### src/rtl/ibex_regfile_wr_arbiter.sv
// ibex_regfile_wr_arbiter: init sweep of the FPGA register file, then fixed-priority EX/LSU
// sharing of its single write port with EX anti-starvation; all rf_* outputs registered.
module ibex_regfile_wr_arbiter #(
    parameter bit                   RV32E     = 1'b0,
    parameter int unsigned          DataWidth = 32,
    parameter logic [DataWidth-1:0] InitVal   = '0,
    parameter int unsigned          MaxWait   = 4
) (
    input  logic                 clk_i,
    input  logic                 rst_i,
    input  logic                 flush_i,
    input  logic                 ex_req_i,
    input  logic [4:0]           ex_addr_i,
    input  logic [DataWidth-1:0] ex_wdata_i,
    output logic                 ex_gnt_o,
    input  logic                 lsu_req_i,
    input  logic [4:0]           lsu_addr_i,
    input  logic [DataWidth-1:0] lsu_wdata_i,
    output logic                 lsu_gnt_o,
    output logic                 rf_we_o,
    output logic [4:0]           rf_waddr_o,
    output logic [DataWidth-1:0] rf_wdata_o,
    output logic                 init_done_o,
    output logic                 err_o
);
    localparam logic [4:0] LastReg = RV32E ? 5'd15 : 5'd31;
    localparam logic [3:0] WaitMax = 4'(MaxWait);

    typedef enum logic {INIT, RUN} state_e;

    state_e               state_q, state_d;
    logic [4:0]           cnt_q, cnt_d;
    logic [3:0]           wait_q, wait_d;
    logic                 we_q, we_d;
    logic                 err_q, err_d;
    logic [4:0]           waddr_q, waddr_d;
    logic [DataWidth-1:0] wdata_q, wdata_d;
    logic                 run, ex_prio, gnt_any, addr_bad;
    logic [4:0]           gnt_addr;
    logic [DataWidth-1:0] gnt_wdata;

    assign run       = state_q == RUN;
    assign ex_prio   = wait_q == WaitMax;
    assign lsu_gnt_o = run & lsu_req_i & ~(ex_req_i & ex_prio);
    assign ex_gnt_o  = run & ex_req_i & (~lsu_req_i | ex_prio);
    assign gnt_any   = ex_gnt_o | lsu_gnt_o;
    assign gnt_addr  = ex_gnt_o ? ex_addr_i : lsu_addr_i;
    assign gnt_wdata = ex_gnt_o ? ex_wdata_i : lsu_wdata_i;
    assign addr_bad  = RV32E & gnt_addr[4];

    // A write granted in a flush cycle still commits; flush only redirects the state and counters.
    always_comb begin
        state_d = flush_i ? INIT : (run || cnt_q == LastReg) ? RUN : INIT;
        cnt_d   = (flush_i || run) ? 5'd1 : cnt_q + 5'd1;
        wait_d  = (!run || flush_i || !ex_req_i || ex_gnt_o) ? 4'd0 : ex_prio ? wait_q : wait_q + 4'd1;
        we_d    = run ? gnt_any & (gnt_addr != 5'd0) & ~addr_bad : 1'b1;
        waddr_d = run ? (gnt_any ? gnt_addr : waddr_q) : cnt_q;
        wdata_d = run ? (gnt_any ? gnt_wdata : wdata_q) : InitVal;
        err_d   = err_q | (gnt_any & addr_bad);
    end

    always_ff @(posedge clk_i or posedge rst_i) begin
        if (rst_i) begin
            state_q <= INIT;
            cnt_q   <= 5'd1;
            wait_q  <= 4'd0;
            we_q    <= 1'b0;
            waddr_q <= 5'd0;
            wdata_q <= '0;
            err_q   <= 1'b0;
        end else begin
            state_q <= state_d;
            cnt_q   <= cnt_d;
            wait_q  <= wait_d;
            we_q    <= we_d;
            waddr_q <= waddr_d;
            wdata_q <= wdata_d;
            err_q   <= err_d;
        end
    end

    assign rf_we_o     = we_q;
    assign rf_waddr_o  = waddr_q;
    assign rf_wdata_o  = wdata_q;
    assign init_done_o = run;
    assign err_o       = err_q;
endmodule

### config.mk
export PLATFORM = sky130hd
export DESIGN_NAME = ibex_regfile_wr_arbiter
export DESIGN_NICKNAME = d
export VERILOG_FILES = /design/src/rtl/ibex_regfile_wr_arbiter.sv
export SDC_FILE = /design/constraint.sdc
export NUM_CORES = 1
export LEC_CHECK = 0
export BUFFER_PORTS_ARGS = -buffer_cell sky130_fd_sc_hd__buf_2
export CAP_MARGIN = 20
export CORE_ASPECT_RATIO = 0.7
export CORE_MARGIN = 8
export CORE_UTILIZATION = 35
export CTS_BUF_LIST = sky130_fd_sc_hd__clkbuf_8 sky130_fd_sc_hd__clkbuf_16
export DETAILED_ROUTE_END_ITERATION = 12
export MAX_ROUTING_LAYER = met4
export PLACE_DENSITY = 0.68
export SYNTH_ARGS = -nofsm -noshare
export SYNTH_HDL_FRONTEND = slang
export SYNTH_SLANG_ARGS = --single-unit
### constraint.sdc
create_clock -name clk_i -period 3.8 [get_ports clk_i]
set_input_delay 0.38 -clock clk_i [delete_from_list [all_inputs] [get_ports clk_i]]
set_output_delay 0.38 -clock clk_i [all_outputs]
set_load 0.03 [all_outputs]
==> flow_metrics.env <==
export IMPL_outcome="finished, final reports clean"
export IMPL_drc=0
export IMPL_portBuffers=119
export IMPL_final_util=0.447
export IMPL_cts_max_level=2
export IMPL_cts_buffers=5
export IMPL_vias=2777
export IMPL_grt_max_degree=87
export IMPL_start_util=0.360
export IMPL_cpLargestDelayFamily="simple AND/OR/NAND/NOR gates"
export IMPL_ys_warn_count=0
export IMPL_dieArea_sq_mm=0.0120
export IMPL_place_area_sq_mm=0.00360
export IMPL_drt_pass1_iter_count=4
export IMPL_drt_iter0_markers=105
export IMPL_synth_seq_cells=48
export IMPL_worstPathArrival_ns=2.02
export IMPL_crit_required_ns=3.42
export IMPL_wl_per_cell_microns=16.2
export IMPL_place_inst=535
export IMPL_max_cap_violations=0
export IMPL_hold_violations=0
export IMPL_r2r_cells=5
export IMPL_cts_tree="done"
export IMPL_async_flop_share=1.00
export IMPL_rows=28
export IMPL_synth_area_per_cell_sq_um=9.32
export IMPL_regArea_sq_mm=0.00120
export IMPL_fmax_mhz=417
export IMPL_regToRegEndpoint="rf_waddr_o[0]$_DFFE_PP0P_"
export IMPL_finalCritPeriodShare=0.632
export IMPL_grt_pass1_vias=2841
export IMPL_synth_seq_area_share=0.396
export IMPL_nets=506
export IMPL_drive_above_1_share=0.366
export IMPL_yosysTopAreaCell="dfrtp_1"
export IMPL_crit_chain="inv_1 -> ha_1 -> nand4b_2 -> and3_1 -> buf_2"
export IMPL_avgViaCountPerCell=5.10
export IMPL_total_power_mw=1.17
export IMPL_slowest_stage="nand4b_2"
export IMPL_core_area_sq_mm=0.00844
export IMPL_grt_ovfl_total=0
export IMPL_synth_cells=326
export IMPL_cp_start_kind="register"
export IMPL_synth_commonest_cells="53 x nand2_1, 47 x dfrtp_1, 23 x a21oi_1"
export IMPL_critical_path_class="reg -> out"
export IMPL_synth_edf_count=0
export IMPL_worst_path_buf_inv=2
export IMPL_grt_util_all_layers=0.147
export IMPL_routed_wl_microns=8830
export IMPL_yosysTopAreaCellShare=0.387
export IMPL_leakage_nw=1.90
export IMPL_critPathMaxFanout=17
export IMPL_hpwlAfterDp_microns=6270
export IMPL_clkTransAtPathRegs_ns=0.07
export IMPL_post_cts_resized=0
export IMPL_n_fill_cell=842
export IMPL_ys_types=41
export IMPL_cts_buffer_depth=2
export IMPL_timing_rr_start="wait_q[0]$_DFFE_PP0P_"
export IMPL_clock_sinks=48
export IMPL_syn_area_sq_mm=0.00304
export IMPL_diodes=0
export IMPL_yosys_top_cells_area="dfrtp_1 39%, mux2i_1 6.9%, nand2_1 6.5%"
export IMPL_skew_ns=0.00842
export IMPL_clockRootBuffer="clkbuf_16"
export IMPL_cp_slowest_stage_delay_ns=0.44
export IMPL_fin_area_sq_mm=0.00377
export IMPL_syn_num_nets=409
export IMPL_fin_crit_ns=2.40
export IMPL_fin_cells=544
export IMPL_io_pins=121
export IMPL_r2r_slack_ns=1.69
export IMPL_yosys_most_used_dff="dfrtp_1"
export IMPL_p_per_area_mw_per_mm2=310
export IMPL_maxSlewHeadroom=0.340
export IMPL_antenna_found_initial=0
export IMPL_final_max_slew_viol_count=0
export IMPL_die_width_microns=127
export IMPL_gp_congestion=0.741
export IMPL_yosysMostFrequentCell="nand2_1"
export IMPL_clk_insertion_delay_late_ns=0.29
export IMPL_rsz0062_at_grt="false"
export IMPL_setup_tns_final_ns=0
export IMPL_worst_slew_pin_transition_ns=0.988
export IMPL_postRouteAntennaNets=0
export IMPL_grt_pass1_wl_microns=14100
export IMPL_setup_viol=0
export IMPL_area_growth_pct=24.2
export IMPL_ir_worst_vdd_uv=158
export IMPL_die_height_microns=93.9
export IMPL_hold_class="in -> async"
export IMPL_crit_path_end_kind="primary output"
export IMPL_multi_input_area_sq_mm=0.00161
export IMPL_post_cts_setup_buffers=0
export IMPL_cts_hold_buf=0
## worst reg2reg max path: stages (launching register included)
cell and delay [ns]:
dfrtp_1 0.41, inv_1 0.07, ha_1 0.27, nand3b_1 0.72, a21oi_1 0.38, o221a_2 0.21
## cells by family (layout without fill, tap and decap cells)
| logic type | Yosys count | count (layout) | share of synthesized area |
|---|---|---|---|
| simple gates | 101 | 101 | 0.156 |
| compound gates | 97 | 97 | 0.226 |
| flops | 48 | 48 | 0.396 |
| buf+inv | 37 | 135 | 0.0741 |
| mux | 36 | 36 | 0.125 |
| fa+ha+maj | 4 | 4 | 0.0165 |
| xor+xnor | 2 | 2 | 0.00577 |
| other cells | 1 | 1 | 0.00123 |
## per-stage QoR
| step | hold WS, ns | setup slack, ns |
|---|---|---|
| 3_3_place_gp | 0.451 | 1.55 |
| 2_1_floorplan | 0.438 | 2.01 |
| 6_report | 0.128 | 1.40 |
| 5_1_grt | 0.174 | 1.25 |
| 4_1_cts | 0.314 | 1.39 |
| 3_5_place_dp | 0.453 | 1.55 |
## flip-flops by register name, indices dropped and copies added, names as in the netlist
name         flops
rf_wdata_o      32
cnt_q            5
rf_waddr_o       5
wait_q           4
init_done_o      1
rf_we_o          1
## power breakdown
| part | internal [mW] | switching, mW | total, mW |
|---|---|---|---|
| sequential | 0.520 | 0.00707 | 0.527 |
| clock | 0.262 | 0.197 | 0.459 |
| combinational | 0.0820 | 0.101 | 0.183 |
| total | 0.864 | 0.306 | 1.17 |
## per-layer routing
layer,global-route usage,up-vias,routed length [microns]
met5,-,-,0
met4,0.0316,0,61
met3,0.0385,7,548
met2,0.241,73,4080
met1,0.180,1334,4140
li1,-,1363,-
## cell type report
type | instances | area share
repair buffers | 123 | 0.170
multi-input cells | 241 | 0.427
clock buffers | 6 | 0.0368
inverters | 4 | 0.00398
well taps | 120 | 0.0398
flip-flops and latches | 48 | 0.319
clock inverters | 2 | 0.00398
## cells in the final DEF, fill, tap and decap left out, types with 2 or more instances in the layout
master	netlist	layout
nand3_1	18	18
dfrtp_1	47	46
nor2b_1	2	2
nand2b_1	2	2
ha_1	4	4
a21boi_1	7	7
and3_1	2	2
o221a_2	2	2
and2_1	2	2
a41oi_2	3	3
buf_2	15	118
nand2_1	53	53
o22ai_1	20	20
nand3b_1	2	2
mux2i_1	21	21
a21boi_0	5	5
mux2_2	15	15
clkbuf_16	0	5
clkinvlp_4	0	2
o21a_1	20	20
or4_1	2	2
inv_1	3	2
nor2_1	8	8
a22oi_1	12	12
buf_4	8	4
nor3_1	5	5
a21oi_1	23	23
o221ai_1	3	3
## how the worst max path moves through the flow
stage / startpoint / end / slack (ns) / cells after the start
floorplan: wait_q[0]$_DFFE_PP0P_ / ex_gnt_o / 2.01 / 6
CTS: wait_q[0]$_DFFE_PP0P_ / lsu_gnt_o / 1.39 / 5
global route: wait_q[0]$_DFFE_PP0P_ / lsu_gnt_o / 1.25 / 5
detailed placement: ex_req_i / lsu_gnt_o / 1.55 / 4
global placement: ex_req_i / lsu_gnt_o / 1.55 / 4
finish: wait_q[0]$_DFFE_PP0P_ / lsu_gnt_o / 1.40 / 5
Power figures use the tool's default switching activity.
